## src/rtl/vector_sequencer_if.sv

```systemverilog
// Bus between vector_sequencer and its environment: start, vector memory
// read port, datapath stimulus/response and run results.
interface vector_sequencer_if #(
  parameter int IN_W  = 3,
  parameter int OUT_W = 1,
  parameter int DEPTH = 32
) ();
  localparam int AW = $clog2(DEPTH);

  logic                    i_start;
  logic [AW-1:0]           o_vec_addr;
  logic [IN_W+OUT_W:0]     i_vec_rdata;
  logic [IN_W-1:0]         o_dut_in;
  logic [OUT_W-1:0]        i_dut_out;
  logic                    o_busy;
  logic                    o_done;
  logic                    o_err_pulse;
  logic [15:0]             o_errors;
  logic [15:0]             o_vec_count;
  logic [AW-1:0]           o_first_fail;
  logic                    o_fail_seen;

  modport master (
    output i_start, i_vec_rdata, i_dut_out,
    input  o_vec_addr, o_dut_in, o_busy, o_done, o_err_pulse,
           o_errors, o_vec_count, o_first_fail, o_fail_seen
  );

  modport slave (
    input  i_start, i_vec_rdata, i_dut_out,
    output o_vec_addr, o_dut_in, o_busy, o_done, o_err_pulse,
           o_errors, o_vec_count, o_first_fail, o_fail_seen
  );
endinterface

```

## src/rtl/vector_sequencer.sv

```systemverilog
// Steps through a vector memory, drives stimulus, waits SETTLE cycles and checks the response.
// Optional: define VECSEQ_STOP_ON_ERR_EN to end the run at the first mismatch.
module vector_sequencer #(
  parameter int IN_W   = 3,
  parameter int OUT_W  = 1,
  parameter int DEPTH  = 32,
  parameter int SETTLE = 2
) (
  input  logic               i_clk,
  input  logic               i_rst_n,
  vector_sequencer_if.slave  bus
);
  localparam int              AW        = $clog2(DEPTH);
  localparam logic [AW-1:0]   LAST_ADDR = AW'(DEPTH - 1);
  localparam logic [3:0]      SETTLE_LD = 4'(SETTLE);

  typedef enum logic [2:0] {
    ST_IDLE,
    ST_FETCH,
    ST_SETTLE,
    ST_CHECK,
    ST_DONE
  } state_e;

  state_e             r_state;
  state_e             w_next;

  logic [AW-1:0]      r_vec_addr;
  logic [IN_W-1:0]    r_dut_in;
  logic [OUT_W-1:0]   r_exp;
  logic [3:0]         r_cnt;
  logic [15:0]        r_errors;
  logic [15:0]        r_vec_count;
  logic [AW-1:0]      r_first_fail;
  logic               r_fail_seen;

  logic               w_valid;
  logic [IN_W-1:0]    w_vin;
  logic [OUT_W-1:0]   w_vexp;
  logic               w_mismatch;
  logic               w_stop;

  assign w_valid    = bus.i_vec_rdata[IN_W+OUT_W];
  assign w_vin      = bus.i_vec_rdata[IN_W+OUT_W-1:OUT_W];
  assign w_vexp     = bus.i_vec_rdata[OUT_W-1:0];
  assign w_mismatch = (bus.i_dut_out != r_exp);

`ifdef VECSEQ_STOP_ON_ERR_EN
  assign w_stop = w_mismatch;
`else
  assign w_stop = 1'b0;
`endif

  always_ff @(posedge i_clk or negedge i_rst_n) begin
    if (!i_rst_n) r_state <= ST_IDLE;
    else          r_state <= w_next;
  end

  // SETTLE=0 goes straight from FETCH to CHECK, giving a 2-cycle vector
  always_comb begin
    w_next = r_state;
    unique case (r_state)
      ST_IDLE, ST_DONE: if (bus.i_start) w_next = ST_FETCH;
      ST_FETCH: begin
        if (!w_valid)          w_next = ST_DONE;
        else if (SETTLE == 0)  w_next = ST_CHECK;
        else                   w_next = ST_SETTLE;
      end
      ST_SETTLE: if (r_cnt <= 4'd1) w_next = ST_CHECK;
      ST_CHECK: begin
        if (w_stop || r_vec_addr == LAST_ADDR) w_next = ST_DONE;
        else                                   w_next = ST_FETCH;
      end
      default: w_next = ST_IDLE;
    endcase
  end

  always_comb begin
    bus.o_busy      = 1'b0;
    bus.o_done      = 1'b0;
    bus.o_err_pulse = 1'b0;
    unique case (r_state)
      ST_FETCH, ST_SETTLE: bus.o_busy = 1'b1;
      ST_CHECK: begin
        bus.o_busy      = 1'b1;
        bus.o_err_pulse = w_mismatch;
      end
      ST_DONE: bus.o_done = 1'b1;
      default: ;
    endcase
  end

  always_ff @(posedge i_clk or negedge i_rst_n) begin
    if (!i_rst_n) begin
      r_vec_addr   <= '0;
      r_dut_in     <= '0;
      r_exp        <= '0;
      r_cnt        <= '0;
      r_errors     <= '0;
      r_vec_count  <= '0;
      r_first_fail <= '0;
      r_fail_seen  <= 1'b0;
    end else begin
      unique case (r_state)
        ST_IDLE, ST_DONE: begin
          if (bus.i_start) begin
            r_vec_addr   <= '0;
            r_errors     <= '0;
            r_vec_count  <= '0;
            r_first_fail <= '0;
            r_fail_seen  <= 1'b0;
          end
        end
        ST_FETCH: begin
          if (w_valid) begin
            r_dut_in <= w_vin;
            r_exp    <= w_vexp;
            r_cnt    <= SETTLE_LD;
          end
        end
        ST_SETTLE: r_cnt <= r_cnt - 4'd1;
        ST_CHECK: begin
          if (r_vec_count != '1) r_vec_count <= r_vec_count + 16'd1;
          if (w_mismatch) begin
            if (r_errors != '1) r_errors <= r_errors + 16'd1;
            if (!r_fail_seen) begin
              r_first_fail <= r_vec_addr;
              r_fail_seen  <= 1'b1;
            end
          end
          if (w_next == ST_FETCH) r_vec_addr <= r_vec_addr + 1'b1;
        end
        default: ;
      endcase
    end
  end

  assign bus.o_vec_addr   = r_vec_addr;
  assign bus.o_dut_in     = r_dut_in;
  assign bus.o_errors     = r_errors;
  assign bus.o_vec_count  = r_vec_count;
  assign bus.o_first_fail = r_first_fail;
  assign bus.o_fail_seen  = r_fail_seen;
endmodule
```

## src/flat_wrapper.sv

```systemverilog
// flat-port wrapper written by rule: the top's interface ports become plain ports
module vector_sequencer_flat 
#(
  parameter int IN_W   = 3,
  parameter int OUT_W  = 1,
  parameter int DEPTH  = 32,
  parameter int SETTLE = 2
)
  (i_clk, i_rst_n, bus_i_start, bus_i_vec_rdata, bus_i_dut_out, bus_o_vec_addr, bus_o_dut_in, bus_o_busy, bus_o_done, bus_o_err_pulse, bus_o_errors, bus_o_vec_count, bus_o_first_fail, bus_o_fail_seen);
  vector_sequencer_if #(.IN_W(IN_W), .OUT_W(OUT_W), .DEPTH(DEPTH)) bus_i ();
  input  logic i_clk;
  input  logic i_rst_n;
  input wire logic [$bits(bus_i.i_start)-1:0] bus_i_start;
  input wire logic [$bits(bus_i.i_vec_rdata)-1:0] bus_i_vec_rdata;
  input wire logic [$bits(bus_i.i_dut_out)-1:0] bus_i_dut_out;
  output wire logic [$bits(bus_i.o_vec_addr)-1:0] bus_o_vec_addr;
  output wire logic [$bits(bus_i.o_dut_in)-1:0] bus_o_dut_in;
  output wire logic [$bits(bus_i.o_busy)-1:0] bus_o_busy;
  output wire logic [$bits(bus_i.o_done)-1:0] bus_o_done;
  output wire logic [$bits(bus_i.o_err_pulse)-1:0] bus_o_err_pulse;
  output wire logic [$bits(bus_i.o_errors)-1:0] bus_o_errors;
  output wire logic [$bits(bus_i.o_vec_count)-1:0] bus_o_vec_count;
  output wire logic [$bits(bus_i.o_first_fail)-1:0] bus_o_first_fail;
  output wire logic [$bits(bus_i.o_fail_seen)-1:0] bus_o_fail_seen;
  assign bus_i.i_start = bus_i_start;
  assign bus_i.i_vec_rdata = bus_i_vec_rdata;
  assign bus_i.i_dut_out = bus_i_dut_out;
  assign bus_o_vec_addr = bus_i.o_vec_addr;
  assign bus_o_dut_in = bus_i.o_dut_in;
  assign bus_o_busy = bus_i.o_busy;
  assign bus_o_done = bus_i.o_done;
  assign bus_o_err_pulse = bus_i.o_err_pulse;
  assign bus_o_errors = bus_i.o_errors;
  assign bus_o_vec_count = bus_i.o_vec_count;
  assign bus_o_first_fail = bus_i.o_first_fail;
  assign bus_o_fail_seen = bus_i.o_fail_seen;
  vector_sequencer #(.IN_W(IN_W), .OUT_W(OUT_W), .DEPTH(DEPTH), .SETTLE(SETTLE)) u_core (.i_clk(i_clk), .i_rst_n(i_rst_n), .bus(bus_i));
endmodule
```

## config.mk

```make
export PLATFORM = sky130hd
export DESIGN_NAME = vector_sequencer_flat
export DESIGN_NICKNAME = d
export VERILOG_FILES = /design/src/rtl/vector_sequencer_if.sv /design/src/rtl/vector_sequencer.sv /design/src/flat_wrapper.sv
export SDC_FILE = /design/constraint.sdc
export NUM_CORES = 1
export LEC_CHECK = 0
export BUFFER_PORTS_ARGS = -buffer_cell sky130_fd_sc_hd__buf_2
export CORE_UTILIZATION = 55
export DETAILED_ROUTE_END_ITERATION = 12
export PLACE_DENSITY = 0.85
export SLEW_MARGIN = 40
export SYNTH_ARGS = -nofsm -noshare
export SYNTH_HDL_FRONTEND = slang
export SYNTH_SLANG_ARGS = --single-unit
```

## constraint.sdc

```tcl
create_clock -name i_clk -period 2.7 [get_ports i_clk]
set_clock_uncertainty 0.2 [all_clocks]
set_input_delay 0.54 -clock i_clk [delete_from_list [all_inputs] [get_ports i_clk]]
set_output_delay 0.54 -clock i_clk [all_outputs]
set_load 0.005 [all_outputs]
```

==> results of run 1 <==
==> critical path, cell delays in order (launching register included) <==
cell       delay, ns
dfrtp_1         0.44
ha_1            0.26
and3_1          0.23
and4_1          0.40
a2111oi_0       0.60
mux2i_1         0.24
==> sequential cells by signal, indices dropped and copies added (netlist names) <==
| register | cells |
|---|---|
| u_core.r_cnt | 4 |
| u_core.bus.o_first_fail | 5 |
| u_core.bus.o_fail_seen | 1 |
| u_core.bus.o_errors | 16 |
| u_core.bus.o_vec_addr | 5 |
| u_core.bus.o_dut_in | 3 |
| u_core.r_exp | 1 |
| u_core.r_state | 3 |
| u_core.bus.o_vec_count | 16 |
==> cell families after synthesis <==
family / Yosys count / share of synthesized area, %
xor gates and xnor gates: 3 / 0.880
muxes: 33 / 11.4
AOI/OAI and AO/OA: 50 / 11.5
buffers and inverters: 23 / 3.60
and+or+nand+nor: 137 / 24.9
DFF: 54 / 45.2
adders and majority gates: 6 / 2.51
==> where the power goes <==
part	leakage, nW	switching [mW]	internal, mW
clock	0.0447	0.295	0.188
combinational	0.916	0.390	0.335
sequential	0.735	0.133	0.926
total	1.70	0.817	1.45
==> worst max-delay path by stage <==
stage	start	to	slack, ns	depth (start not counted)
2_1_floorplan	u_core.bus.o_vec_addr[0]	u_core.bus.o_vec_addr[0]	0.34	6
3_3_place_gp	u_core.bus.o_errors[0]	u_core.bus.o_errors[9]	0.42	5
3_5_place_dp	u_core.bus.o_errors[0]	u_core.bus.o_errors[10]	0.31	5
4_1_cts	u_core.bus.o_errors[0]	u_core.bus.o_errors[9]	0.26	5
5_1_grt	u_core.bus.o_errors[0]	u_core.bus.o_errors[15]	0.10	5
6_report	u_core.bus.o_errors[0]	u_core.bus.o_errors[10]	0.26	5
==> metrics by stage <==
step           area (µm²)  utilization [%]  instances
3_3_place_gp         3350             64.8        427
3_5_place_dp         3350             64.8        427
4_1_cts              3440             66.6        435
6_report             3480             67.3        437
2_1_floorplan        2990                -        306
5_1_grt              3480             67.3        437
==> area by class of cell <==
| cell class | instances | area share [%] |
|---|---|---|
| Tap cell | 70 | 2.52 |
| Timing Repair Buffer | 68 | 11.2 |
| Multi-Input combinational cell | 229 | 43.9 |
| Clock inverter | 3 | 0.719 |
| Clock buffer | 5 | 1.98 |
| Sequential cell | 54 | 38.8 |
| Inverter | 8 | 0.862 |
==> placed cells by master, fill, tap and decap left out, drive strengths merged, types with 3 or more instances in the layout <==
cell	n
a2111oi	4
a211oi	9
a21oi	12
and3	7
and4	5
buf	67
clkbuf	5
dfrtp	54
ha	6
inv	9
mux2	7
mux2i	26
nand2	52
nand3	13
nand4	5
nor2	14
nor3	5
o21ai	13
or2	17
or4	3
==> layer usage <==
metal  GRT usage [%]  share of wire, %  vias up
li1                -                 -     1217
met2            44.0                51       68
met3            6.08               5.0       12
met1            31.2                42     1234
met5               0                 0        -
met4            10.7               1.7        0
==> repair_timing <==
action / in CTS / in global routing
hold endpoints to repair: 0 / 7
endpoints found under the setup margin: 0 / 1
resized for setup: 0 / 1
buffers inserted: 0 / 0
hold buffers: 0 / 1
==> out/metrics.cfg, run 1 <==
[route]
drtIter0Drc = 136
wl_per_cell_um = 15.7
drt_first_pass_iters = 4
via_count = 2531
via_per_inst = 5.79
drc = 0
wl_um = 6850
drtAntennaViolNets = 0

[yosys]
synth.distinct_cells = 52
syn_nets = 321
synth_warnings = 0
synth_common_cells = 54 x dfrtp_1, 52 x nand2_1, 26 x mux2i_1, 16 x or2_2, 14 x nor2_1
async_flop_share_pct = 100
ys_ff_latch = 54
synth_area_leaders = dfrtp_1 45%, mux2i_1 8.7%, nand2_1 6.5%
yosysMostFrequentCell = dfrtp_1
ys.flop_type = dfrtp_1
yosysTopAreaCell = dfrtp_1
synth_area_per_cell_um2 = 9.76
netlist_instances = 306
synth_edf_count = 0
synth_top_area_share_pct = 45.2
ys_seq_area_share_pct = 45.2
netlist_area_um2 = 2990

[placement]
finalWeightedCongestion = 0.856
dp_hpwl_um = 4890
place_ws_ns = 0.313
io_buffers = 57

[sta]
fin_crit_ns = 2.44
setup_violations = 0
fin_crit_sh_pct = 90.3
max_freq_ghz = 0.410
finalSetupTns_ns = 0
slew_violations = 0
grt_setup_unrepaired = no
finalHoldWorstSlack_ns = 0.228
setup_slack_ns = 0.261
hold_viol = 0
relSlewSlack_pct = 56.6
tightest_slew_ns = 0.650

[power]
fin_total_pwr_mw = 2.27
powerDensity_nw_per_um2 = 651
leakage_nw = 1.70
ir_worst_vdd_mv = 0.509

[run_status]
outcome = finished, final reports clean

[setup_path]
crit_fanout = 17
critPathKind = flop to flop
r2r_end = u_core.bus.o_errors[10]
r2r-start = u_core.bus.o_errors[0]
r2r_slack_ns = 0.26
crit_path_end_kind = flop
cp.required_ns = 2.75
r2r_cells = 5
cp.arrival_ns = 2.49
cp-start-kind = flop

[clock_network]
clk_latency_ns = 0.32
cts.path.max_buffers = 2
cts_made_buffers = 5
clkTransAtPathRegs_ns = 0.10
root_buffer = clkbuf_8
cts_num_sinks = 54
cts_tree = yes
htreeDepth = 2

[worst_hold_path]
worstHoldEndpoint = u_core.r_state[2]
hold_depth = 2
hp-start = bus_i_start
hp-class = input port to flop

[global_route]
grtUsageTotal_pct = 25.7
antenna_found_initial = 0
grt_max_degree = 34
grt_first_pass_wirelength_um = 11000
overflow = 0
first_global_vias = 2428

[floorplan]
coreArea_um2 = 5170
initial_core_util_pct = 57.7
rows = 26
die_area_um2 = 5730
ios = 58
fp.dieW_um = 75.7
die_h_um = 75.7

[final_layout]
register_area_um2 = 1350
drive_gt1_share_pct = 29.2
fill_cells = 408
area_growth_pct = 16.6
nets = 381
multi_input_area_um2 = 1530
antenna_cells = 0

[job]
drv_cap = 0

No activity file was read; power rests on OpenSTA's default activity.
==> run 2: changes to the inputs <==
Settings changed: BUFFER_PORTS_ARGS -buffer_cell sky130_fd_sc_hd__buf_2 to -buffer_cell sky130_fd_sc_hd__buf_4.
==> run 2 against run 1 <==
Effect of this change: combinational power up 3.0%; utilization up 1.7 points; clock power down 2%; hold slack worse by 0.17 ns; sequential share of layout area down 0.94 points; setup slack worse by 0.026 ns; largest power group unchanged; register-to-register slack worse by 0.03 ns; largest cell class unchanged; flip-flop and latch count unchanged; fmax down 1.0%; critical path depth unchanged; non-clock buffer count down 4; via count down 2.3%.
==> out/metrics.cfg, run 2 (synthesis gave the netlist of run 1 again) <==
[route]
via_per_inst = 5.71  ; -1.3%
drc = 0  ; unchanged
drtIter0Drc = 97  ; -29%
top_layer_used = met4
wl_per_cell_um = 14.8  ; -5.4%
wl_um = 6420  ; -6.2%
drt_first_pass_iters = 4  ; unchanged
drtAntennaViolNets = 0  ; unchanged
via_count = 2474  ; -2.3%
met3_wirelength_um = 329  ; -4.4%
dr_wl_met2_um = 3090  ; -12%
m1WireLength_um = 2890  ; +1.1%

[clock_network]
cts_made_buffers = 5  ; unchanged
root_buffer = clkbuf_8
clk_latency_ns = 0.31  ; about the same
htreeDepth = 2  ; unchanged
clkTransAtPathRegs_ns = 0.10  ; about the same
cts.path.max_buffers = 2  ; unchanged
ctsHoldBuffers = 0  ; unchanged
cts_num_sinks = 54  ; unchanged
postCtsSetupBuffers = 0  ; unchanged
cts_repair_resize_count = 0  ; unchanged
cts_tree = yes

[power]
ir_worst_vdd_mv = 0.508  ; -0.29%
powerDensity_nw_per_um2 = 638  ; -2.0%
leakage_nw = 1.68  ; -1.1%

[floorplan]
die_h_um = 75.7  ; unchanged
fp.dieW_um = 75.7  ; unchanged
initial_core_util_pct = 57.7  ; unchanged
ios = 58  ; unchanged
die_area_um2 = 5730  ; unchanged
rows = 26  ; unchanged
coreArea_um2 = 5170  ; unchanged

[placement]
finalWeightedCongestion = 0.874  ; +2.1%
dp_hpwl_um = 4590  ; -6.1%
dp_cells = 425  ; -0.47%
place_ws_ns = 0.326  ; +0.0133 ns
io_buffers = 57  ; unchanged

[sta]
finalSetupTns_ns = 0  ; unchanged
setup_slack_ns = 0.236  ; -0.0256 ns
hold_viol = 0  ; unchanged
relSlewSlack_pct = 54.0  ; -2.6 points
slew_violations = 0  ; unchanged
finalHoldWorstSlack_ns = 0.0601  ; -0.168 ns
fin_crit_ns = 2.46  ; +0.0256 ns
grt_setup_unrepaired = no
setup_violations = 0  ; unchanged
fin_crit_sh_pct = 91.3  ; +0.95 points
tightest_slew_ns = 0.690  ; +0.0404 ns
max_freq_ghz = 0.406  ; -1.0%

[global_route]
grt_first_pass_wirelength_um = 10200  ; -6.7%
grtUsageTotal_pct = 23.9  ; -1.9 points
overflow = 0  ; unchanged
first_global_vias = 2164  ; -11%
grt_max_degree = 55  ; +62%
antenna_found_initial = 0  ; unchanged

[setup_path]
critPathKind = flop to flop
crit_fanout = 17  ; unchanged
r2r-start = u_core.bus.o_errors[0]
crit_path_end_kind = flop
cp-start-kind = flop
cp.required_ns = 2.73  ; -0.02 ns
cp.arrival_ns = 2.50  ; about the same
crit_start = u_core.bus.o_errors[0]

[job]
drv_cap = 0  ; unchanged

[final_layout]
instances_no_fill = 433  ; -0.92%
nets = 377  ; -1.0%
antenna_cells = 0  ; unchanged
drive_gt1_share_pct = 28.4  ; -0.78 points
final_cell_mix = 64 x buf_4, 54 x dfrtp_1, 52 x nand2_1, 26 x mux2i_1, 16 x or2_2
fill_cells = 422  ; +3.4%
final_common_cell = buf_4
area_growth_pct = 19.5

[run_status]
outcome = finished, final reports clean

[worst_hold_path]
hp-class = input port to asynchronous set/reset pin

[run 2: cell count changes in the layout (fill, tap and decap cells not counted)]
cell / change
a2111oi_0: +1
inv_6: -1
buf_2: -57
clkinvlp_4: -1
dlygate4sd3_1: -1
a2111oi_1: -1
clkinv_2: +1
buf_16: -1
clkbuf_1: +1
buf_4: +55
clkbuf_8: +1
clkinv_4: -1
[run 2: stage by stage]
stage / cell area (µm²) / utilization, % / power (mW)
final: 3570 / 69.0 / 2.28
after global routing: 3570 / 69.0 / 2.42
after CTS: 3570 / 69.0 / 2.29
after detailed placement: 3480 / 67.2 / 1.83
after global placement: 3480 / 67.2 / 1.79
after floorplan: 2990 / - / 1.54
[run 2: worst max-delay path: stages, from the launching register on]
cell and delay, ns:
dfrtp_1 0.44, ha_1 0.24, and3_1 0.23, and4_1 0.40
a2111oi_0 0.63, mux2i_1 0.25
[run 2: cell type report]
class | count | area, µm² | share of cell area, %
sequential | 54 | 1350 | 37.9
multi-input combinational | 229 | 1530 | 42.8
timing repair buffer | 64 | 480 | 13.5
clock inverter | 1 | 5.00 | 0.140
clock buffer | 7 | 86.3 | 2.42
tap | 70 | 87.6 | 2.45
inverter | 8 | 30.0 | 0.842
[run 2: routing by layer]
layer	vias to the layer above	global-route usage, %
met2	63	39.0
met1	1182	31.6
met3	11	5.03
met5	-	0
li1	1218	-
met4	0	8.44
[run 2: report_power, final]
| group | switching [mW] | internal (mW) | total [mW] | leakage, nW |
|---|---|---|---|---|
| combinational | 0.375 | 0.372 | 0.747 | 0.895 |
| sequential | 0.131 | 0.926 | 1.06 | 0.735 |
| clock | 0.265 | 0.208 | 0.473 | 0.0482 |
[run 2: path summary, 6_finish.rpt]
path | endpoint | slack, ns | depth (start not counted)
worst max-delay path | u_core.bus.o_errors[10] | 0.24 | 5
worst min-delay path | u_core.bus.o_vec_count[4] | 0.06 | 1
worst max register to register | u_core.bus.o_errors[10] | 0.24 | 5
worst min register to register | u_core.r_state[0] | 0.30 | 1
max in group asynchronous | u_core.r_state[1] | 1.78 | 1
min in group i_clk | u_core.r_state[2] | 0.22 | 2
==> run 3: changes to the inputs <==
Settings changed: MAX_ROUTING_LAYER set to met4.
==> run 3 against run 2 <==
Effect of this change: sequential power about the same; non-clock buffer count unchanged; die area unchanged; total power about the same; largest cell class unchanged; first-iteration DRC count increased by 13%; critical path depth unchanged; critical path type unchanged; clock power about the same; hold slack got worse by 0.013 ns; clock-buffer cell count unchanged.
==> out/metrics.cfg, run 3 (synthesis gave the netlist of run 1 again) <==
[clock_network]
ctsHoldBuffers = 0  ; unchanged
cts_made_buffers = 5  ; unchanged
cts_tree = yes
cts.path.max_buffers = 2  ; unchanged
clk_latency_ns = 0.31  ; about the same
postCtsSetupBuffers = 0  ; unchanged
root_buffer = clkbuf_8
cts_num_sinks = 54  ; unchanged
htreeDepth = 2  ; unchanged
cts_repair_resize_count = 0  ; unchanged
clkTransAtPathRegs_ns = 0.10  ; about the same

[placement]
dp_hpwl_um = 4590  ; unchanged
place_area_um2 = 3480  ; unchanged
finalWeightedCongestion = 0.888  ; +1.6%
io_buffers = 57  ; unchanged

[floorplan]
fp.dieW_um = 75.7  ; unchanged
die_area_um2 = 5730  ; unchanged
initial_core_util_pct = 57.7  ; unchanged
rows = 26  ; unchanged
coreArea_um2 = 5170  ; unchanged
die_h_um = 75.7  ; unchanged
ios = 58  ; unchanged

[route]
via_per_inst = 5.66  ; -0.97%
met3_wirelength_um = 267  ; -19%
wl_um = 6400  ; -0.33%
via_count = 2450  ; -0.97%
drt_first_pass_iters = 4  ; unchanged
top_layer_used = met4
dr_wl_met2_um = 3100  ; +0.36%
drtIter0Drc = 110  ; +13%
m1WireLength_um = 2930  ; +1.1%
wl_per_cell_um = 14.8  ; -0.33%
drc = 0  ; unchanged
drtAntennaViolNets = 0  ; unchanged

[sta]
hold_viol = 0  ; unchanged
max_freq_ghz = 0.407  ; +0.24%
fin_crit_ns = 2.46  ; -0.00581 ns
grt_setup_unrepaired = no
finalHoldWorstSlack_ns = 0.0471  ; -0.0130 ns
tightest_slew_ns = 0.693  ; +0.00266 ns
finalSetupTns_ns = 0  ; unchanged
setup_violations = 0  ; unchanged
fin_crit_sh_pct = 91.1  ; -0.22 points
slew_violations = 0  ; unchanged
relSlewSlack_pct = 53.8  ; -0.18 points

[job]
drv_cap = 0  ; unchanged

[final_layout]
drive_gt1_share_pct = 28.4  ; unchanged
fill_cells = 422  ; unchanged
final_cell_mix = 64 x buf_4, 54 x dfrtp_1, 52 x nand2_1, 26 x mux2i_1, 16 x or2_2
area_growth_pct = 19.5  ; unchanged
multi_input_area_um2 = 1530  ; unchanged
register_area_um2 = 1350  ; unchanged
antenna_cells = 0  ; unchanged
nets = 377  ; unchanged
final_area_um2 = 3570  ; unchanged
final_common_cell = buf_4

[worst_hold_path]
hp-class = input port to asynchronous set/reset pin

[global_route]
antenna_found_initial = 0  ; unchanged
grt_max_degree = 55  ; unchanged
overflow = 0  ; unchanged
grt_first_pass_wirelength_um = 10200  ; +0.21%
grtUsageTotal_pct = 24.6  ; +0.75 points
first_global_vias = 2168  ; +0.18%

[setup_path]
cp.arrival_ns = 2.49  ; about the same
r2r_cells = 5  ; unchanged
crit_fanout = 17  ; unchanged
r2r_slack_ns = 0.24  ; about the same
cp-start-kind = flop
crit_path_end_kind = flop
cp.required_ns = 2.73  ; about the same
r2r-start = u_core.bus.o_errors[0]
r2r_end = u_core.bus.o_errors[10]
critPathKind = flop to flop

[power]
clkPwrFrac_pct = 20.8  ; about the same
p_switching_mw = 0.772  ; +0.13%
netSwitchingFraction_pct = 33.9  ; about the same
p_comb_share_pct = 32.8  ; about the same
intPower_mw = 1.51  ; about the same
fin_total_pwr_mw = 2.28  ; about the same
pwr-share-seq_pct = 46.4  ; about the same
leakage_nw = 1.68  ; unchanged
ir_worst_vdd_mv = 0.509  ; +0.21%
powerDensity_nw_per_um2 = 638  ; about the same

[run_status]
outcome = finished, final reports clean

run 3: cell counts in the layout (fill, tap and decap cells not counted):
No cell type changed its count.
run 3: final cells by class:
| cell class | instances | area share [%] |
|---|---|---|
| clock buffers | 7 | 2.42 |
| flip-flops and latches | 54 | 37.9 |
| well taps | 70 | 2.45 |
| clock inverters | 1 | 0.140 |
| inverters | 8 | 0.842 |
| multi-input cells | 229 | 42.8 |
| repair buffers | 64 | 13.5 |
run 3: routing by layer:
metal,GRT usage (%),vias to the layer above
met1,31.8,1175
met5,-,-
met3,4.76,11
li1,-,1214
met2,39.0,50
met4,8.44,0
run 3: worst max-delay path by stage:
stage | startpoint | to | slack, ns
after global routing | u_core.bus.o_errors[0] | u_core.bus.o_errors[9] | 0.15
final | u_core.bus.o_errors[0] | u_core.bus.o_errors[10] | 0.24
after CTS | u_core.bus.o_errors[0] | u_core.bus.o_errors[10] | 0.27
after detailed placement | u_core.bus.o_errors[0] | u_core.bus.o_errors[10] | 0.33
after global placement | u_core.bus.o_errors[0] | u_core.bus.o_errors[10] | 0.39
after floorplan | u_core.bus.o_vec_addr[0] | u_core.bus.o_vec_addr[0] | 0.34
run 3: power groups by stage:
stage | registers, mW | logic [mW] | clock network (mW)
2_1_floorplan | 1.03 | 0.508 | 0
3_3_place_gp | 1.06 | 0.729 | 0
3_5_place_dp | 1.07 | 0.752 | 0
4_1_cts | 1.06 | 0.753 | 0.479
5_1_grt | 1.08 | 0.830 | 0.503
6_report | 1.06 | 0.747 | 0.473
run 3: worst max-delay path, stage by stage (launching register included):
cell and delay [ns]:
dfrtp_1 0.44, ha_1 0.24, and3_1 0.23, and4_1 0.39
a2111oi_0 0.63, mux2i_1 0.25
run 3: through the flow:
| stage | worst slack [ns] | utilization, % | std cells |
|---|---|---|---|
| final | 0.242 | 69.0 | 433 |
| after global routing | 0.148 | 69.0 | 433 |
| after CTS | 0.268 | 69.0 | 433 |
| after detailed placement | 0.326 | 67.2 | 425 |
| after global placement | 0.388 | 67.2 | 425 |
| after floorplan | 0.342 | - | 306 |
